### config.mk
export PLATFORM = sky130hd
export DESIGN_NAME = pc_gen
export DESIGN_NICKNAME = d
export VERILOG_FILES = /design/src/rtl/pc_gen_pkg.sv /design/src/rtl/pc_perf_cnt.sv /design/src/rtl/pc_gen.sv
export SDC_FILE = /design/constraint.sdc
export NUM_CORES = 1
export LEC_CHECK = 0
export CAP_MARGIN = 20
export CORE_ASPECT_RATIO = 1.25
export CORE_MARGIN = 3
export CORE_UTILIZATION = 38
export CTS_BUF_LIST = sky130_fd_sc_hd__clkbuf_8
export CTS_CLUSTER_SIZE = 20
export DETAILED_ROUTE_END_ITERATION = 8
export PLACE_DENSITY = 0.86
export SYNTH_ARGS = -nofsm -noshare
export SYNTH_HDL_FRONTEND = slang
export SYNTH_SLANG_ARGS = --single-unit
### constraint.sdc
create_clock -name clk -period 2.4 [get_ports clk]
set_input_delay 0.48 -clock clk [delete_from_list [all_inputs] [get_ports clk]]
set_output_delay 0.48 -clock clk [all_outputs]
set_load 0.005 [all_outputs]
### src/rtl/pc_gen_pkg.sv
// Shared types and default vectors for the fetch-PC generator.
// Imported by pc_gen and pc_perf_cnt.
package pc_gen_pkg;

    typedef enum logic [1:0] {
        BOOT = 2'd0,
        RUN  = 2'd1,
        HALT = 2'd2
    } pc_state_e;

    typedef enum logic [1:0] {
        SEL_SEQ   = 2'd0,
        SEL_HOLD  = 2'd1,
        SEL_REDIR = 2'd2,
        SEL_TRAP  = 2'd3
    } npc_sel_e;

    localparam logic [31:0] DEF_RESET_VEC = 32'h0000_0000;
    localparam logic [31:0] DEF_TRAP_VEC  = 32'h0000_1C00;

endpackage

### src/rtl/pc_perf_cnt.sv
// Enable-gated wrapping counter: one cycle from enable to updated count.
// No backpressure; counts whenever en_i is high outside reset.
module pc_perf_cnt
    import pc_gen_pkg::*;
#(
    parameter int CNT_W = 32
) (
    input  logic             clk,
    input  logic             rstn,
    input  logic             en_i,
    output logic [CNT_W-1:0] cnt_o
);

    logic [CNT_W-1:0] cnt_q;

    always_ff @(posedge clk or negedge rstn) begin
        if (!rstn) begin
            cnt_q <= '0;
        end else if (en_i) begin
            cnt_q <= cnt_q + 1'b1;
        end
    end

    assign cnt_o = cnt_q;

endmodule

### src/rtl/pc_gen.sv
// Fetch-PC generator: pc_o registered, npc_o combinational; one cycle per step.
// Stall or imem not-ready holds the PC; trap/redirect always win. Macro: PC_GEN_PERF_CNT_EN.
module pc_gen
    import pc_gen_pkg::*;
#(
    parameter int              XLEN       = 32,
    parameter logic [XLEN-1:0] RESET_VEC  = XLEN'(DEF_RESET_VEC),
    parameter logic [XLEN-1:0] TRAP_VEC   = XLEN'(DEF_TRAP_VEC),
    parameter int              INST_BYTES = 4,
    parameter int              CNT_W      = 32
) (
    input  logic             clk,
    input  logic             rstn,
    input  logic             stall_i,
    input  logic             fetch_ready_i,
    input  logic             redirect_i,
    input  logic [XLEN-1:0]  redirect_pc_i,
    input  logic             trap_i,
    input  logic             halt_i,
    input  logic             retire_i,
    output logic [XLEN-1:0]  pc_o,
    output logic             pc_valid_o,
    output logic [XLEN-1:0]  npc_o,
    output logic             misalign_o,
    output logic             halted_o,
    output logic [CNT_W-1:0] cycle_cnt_o,
    output logic [CNT_W-1:0] instret_cnt_o,
    output logic [CNT_W-1:0] stall_cnt_o
);

    localparam logic [XLEN-1:0] ALIGN_MASK = XLEN'(INST_BYTES - 1);
    localparam logic [XLEN-1:0] INC        = XLEN'(INST_BYTES);

    pc_state_e       state_q, state_d;
    npc_sel_e        sel_d;
    logic [XLEN-1:0] pc_q;
    logic            pc_valid_q;
    logic            halted_q;
    logic            misalign_q, misalign_d;
    logic            hold;
    logic            redir_misal;
    logic            stall_en;

    assign hold        = stall_i || !fetch_ready_i;
    assign redir_misal = (redirect_pc_i & ALIGN_MASK) != '0;

    always_comb begin
        state_d    = state_q;
        sel_d      = SEL_HOLD;
        misalign_d = 1'b0;
        case (state_q)
            BOOT: begin
                state_d = RUN;
            end
            RUN, HALT: begin
                // Trap and redirect share handling in both states; they also pull HALT back to RUN.
                if (trap_i) begin
                    sel_d   = SEL_TRAP;
                    state_d = RUN;
                end else if (redirect_i) begin
                    state_d = RUN;
                    if (redir_misal) begin
                        sel_d      = SEL_TRAP;
                        misalign_d = 1'b1;
                    end else begin
                        sel_d = SEL_REDIR;
                    end
                end else if (state_q == HALT || halt_i) begin
                    sel_d   = SEL_HOLD;
                    state_d = HALT;
                end else if (hold) begin
                    sel_d = SEL_HOLD;
                end else begin
                    sel_d = SEL_SEQ;
                end
            end
            default: begin
                state_d = BOOT;
            end
        endcase
    end

    always_comb begin
        npc_o = pc_q;
        case (sel_d)
            SEL_SEQ:   npc_o = pc_q + INC;
            SEL_HOLD:  npc_o = pc_q;
            SEL_REDIR: npc_o = redirect_pc_i;
            SEL_TRAP:  npc_o = TRAP_VEC;
            default:   npc_o = pc_q;
        endcase
    end

    always_ff @(posedge clk or negedge rstn) begin
        if (!rstn) begin
            state_q    <= BOOT;
            pc_q       <= RESET_VEC;
            pc_valid_q <= 1'b0;
            halted_q   <= 1'b0;
            misalign_q <= 1'b0;
        end else begin
            state_q    <= state_d;
            pc_q       <= npc_o;
            pc_valid_q <= (state_d == RUN);
            halted_q   <= (state_d == HALT);
            misalign_q <= misalign_d;
        end
    end

    assign pc_o       = pc_q;
    assign pc_valid_o = pc_valid_q;
    assign halted_o   = halted_q;
    assign misalign_o = misalign_q;

    assign stall_en = (state_q == RUN) && !trap_i && !redirect_i && hold;

    pc_perf_cnt #(.CNT_W(CNT_W)) u_cycle_cnt (
        .clk   (clk),
        .rstn  (rstn),
        .en_i  (1'b1),
        .cnt_o (cycle_cnt_o)
    );

`ifdef PC_GEN_PERF_CNT_EN
    pc_perf_cnt #(.CNT_W(CNT_W)) u_instret_cnt (
        .clk   (clk),
        .rstn  (rstn),
        .en_i  (retire_i),
        .cnt_o (instret_cnt_o)
    );

    pc_perf_cnt #(.CNT_W(CNT_W)) u_stall_cnt (
        .clk   (clk),
        .rstn  (rstn),
        .en_i  (stall_en),
        .cnt_o (stall_cnt_o)
    );
`else
    logic unused_perf;
    assign unused_perf   = retire_i ^ stall_en;
    assign instret_cnt_o = '0;
    assign stall_cnt_o   = '0;
`endif

endmodule

==> summary.txt <==
fin util - 0.724
failing checks - setup timing
detail-routed via count per cell - 5.72
average wire per standard cell - 21.8 microns
Worst slew margin - 0.550
routed wire length - 18.4 mm
max cap viols - 0
CTS sink cnt - 69
Starting Density - 0.394
CP Data Required Time - 1.92 ns
post-synthesis sequential area ratio - 0.427
Min Hold Slack - 0.144 ns
Area Growth Syn to Fin - 83.7%
Total Power - 4.24 mW
worst-case vdd ir drop - 0.391 mV
Die H - 121 microns
Post-Place Cell Area - 5900 sq um
vias - 4842
Die X - 98.3 microns
crit start category - input port
#FFs+latches synth - 69
Fin. Hold Viols - 0
Row Count - 41
CTS Hold Bufs - 0
measured slew at the worst slew-check pin - 0.669 ns
final std cells w/o fill - 846
Seq pwr share - 0.308
Achievable Freq - 0.321 GHz
Distinct cells, synth - 48
Worst Path Arrival - 2.63 ns
internal power - 2.82 mW
Detailed Route Iter0 Violations - 329
Post-synth EDFFs - 0
CP Launch Point - stall_i
DIE AREA - 11900 sq um
remaining global-route overflow - 0
NetSw - 1.42 mW
Post-synth top flop - dfrtp_1
Ports - 203
Antenna Nets Post-Route - 0
Remaining DRCs - 0
Pwr Density - 571 nW/um^2
dpl cells - 757
reg2reg start - state_q[1]
final setup vio count - 33
Layout Skew - 0.00994 ns
power share of the clock group - 0.260
first-pass GRT wire length - 25.5 mm
clock latency on the worst-skew pair - 0.36 ns
Post-synth ARST share - 1.00
Root Driver - clkbuf_8
total CTS buffers - 9
Layout Nets - 757
critical path peak fanout - 6
Buffers on Ports - 137
drt first pass iters - 6
Tcrit/Tclk final - 1.30
Synth Area per Inst - 9.53 sq um
sequence of cells on the critical path - clkdlybuf4s50_1 -> nor4b_4 -> buf_4 -> o31a_1 -> buf_6 -> nand4_1 -> o211ai_1 -> o311ai_2 -> buf_2
Max Slew Vio Count - 0
antenna cells - 0
HPWL after DPL - 9.55 mm
TritonCTS clock tree - yes
post-synthesis cell count - 424
Mapped Area - 4040 sq um
crit end category - output pin
H-tree levels - 3
Final WS setup - -0.713 ns
Crit Path Class - input port to output pin
clk slew on worst S/H paths - 0.08 ns
worst slack at placement - -1.03 ns
run status - complete, but fails checks
Hold WC Path Type - input port to asynchronous set/reset pin
FILL cells - 646
Syn. warnings - 0
Final Instance Area - 7420 sq um
Tot GR Track Use - 0.273
final setup TNS - -18.11 ns
Core Region - 10300 sq um
Logic pwr share - 0.432
Final GP Congestion - 0.875
switch share - 0.335
Final min period - 3.11 ns
initial antenna violation count - 0
share of cells above drive strength 1 - 0.407
vias in the first global route - 4892
Crit path largest cell delay - 0.48 ns
Slowest-stage cell, CP - clkdlybuf4s50_1
Leak - 3.44 nW
largest net degree at the start of global routing - 33
RSZ-0062 raised after global routing - yes
clock buffer depth - 2
==> cell families (layout without fill, tap and decap cells) <==
kind of cell | Yosys count | count (layout) | share of synthesized area
flip-flops | 69 | 69 | 0.427
AND/OR/NAND/NOR | 159 | 159 | 0.216
buffers and inverters | 86 | 316 | 0.142
AO/OA/AOI/OAI | 72 | 72 | 0.128
multiplexers | 2 | 2 | 0.00526
adder cells (fa/ha/maj) | 5 | 5 | 0.0155
other | 1 | 64 | 0.000928
XOR/XNOR | 30 | 30 | 0.0650
==> Yosys cell counts, drive strengths merged, types with 2 or more instances <==
library cell | instances | share of area
a21oi | 3 | 0.0037
a221o | 6 | 0.015
a31oi | 7 | 0.011
a41oi | 2 | 0.0043
and2 | 6 | 0.0093
and3 | 10 | 0.015
and4 | 5 | 0.011
buf | 71 | 0.13
clkbuf | 7 | 0.0065
dfrtp | 69 | 0.43
ha | 5 | 0.015
inv | 8 | 0.0074
nand2 | 46 | 0.043
nand3 | 29 | 0.036
nand4 | 22 | 0.037
nor2 | 26 | 0.033
nor3 | 6 | 0.0087
nor4 | 3 | 0.0084
o211ai | 9 | 0.017
o21ai | 22 | 0.027
o311ai | 16 | 0.035
xnor2 | 24 | 0.052
xor2 | 6 | 0.013
==> state kept, by name (all words and copies together), names as in the netlist <==
signal,count
halted_o,1
u_cycle_cnt.cnt_o,32
pc_valid_o,1
state_q,2
pc_o,32
misalign_o,1
==> critical path: cells and delay by family <==
family / cells / cell delay, ns
compound gates: 3 / 0.61
simple gates: 2 / 0.56
buf+inv: 4 / 1.00
==> final cells by class <==
class / count / area (sq um) / area share
Inverter: 8 / 32.5 / 0.00438
Clock buffer: 10 / 138 / 0.0185
Timing Repair Buffer: 292 / 2660 / 0.359
Clock inverter: 6 / 86.3 / 0.0116
Tap cell: 129 / 161 / 0.0217
Sequential cell: 69 / 1730 / 0.233
Multi-Input combinational cell: 332 / 2620 / 0.352
==> routing by layer <==
layer	share of wire	vias to the layer above	track usage	wire (microns)
li1	-	1987	-	-
met1	0.34	2346	0.291	6320
met2	0.50	384	0.471	9280
met3	0.078	125	0.0661	1440
met4	0.076	0	0.194	1400
met5	0	-	0	0
==> path summary, 6_finish.rpt <==
kind,to,slack [ns],cells past startpoint
setup / recovery,npc_o[24],-0.71,9
hold / removal,pc_o[12],0.14,1
setup reg to reg,pc_o[11],-0.52,20
hold reg to reg,u_cycle_cnt.cnt_o[31],0.48,1
max in group asynchronous,u_cycle_cnt.cnt_o[31],1.39,2
min in group clk,u_cycle_cnt.cnt_o[31],0.48,1
==> layout by cell type (no fill, tap or decap), drive strengths merged, types with 7 or more instances in the layout <==
master	instances
nand4	22
nor2	26
buf	187
nand3	29
clkbuf	11
nand2	46
dfrtp	69
o21ai	22
a31oi	7
and3	10
conb	64
inv	8
clkdlybuf4s50	104
o311ai	16
o211ai	9
xnor2	24
==> power groups by stage <==
stage          Combinational (mW)  Sequential, mW  Clock (mW)
3_5_place_dp                 1.02            1.31           0
4_1_cts                      1.51            1.29        1.11
5_1_grt                      1.89            1.31        1.17
3_3_place_gp                 1.01            1.30           0
6_report                     1.83            1.30        1.10
2_1_floorplan               0.379            1.34           0
==> timing repair <==
action / in CTS / in global routing
pin swaps: 53 / 43
buffers inserted: 55 / 17
setup endpoints to repair: 34 / 37
cloned: 5 / 0
resized for setup: 279 / 48
Power figures use the tool's default switching activity.
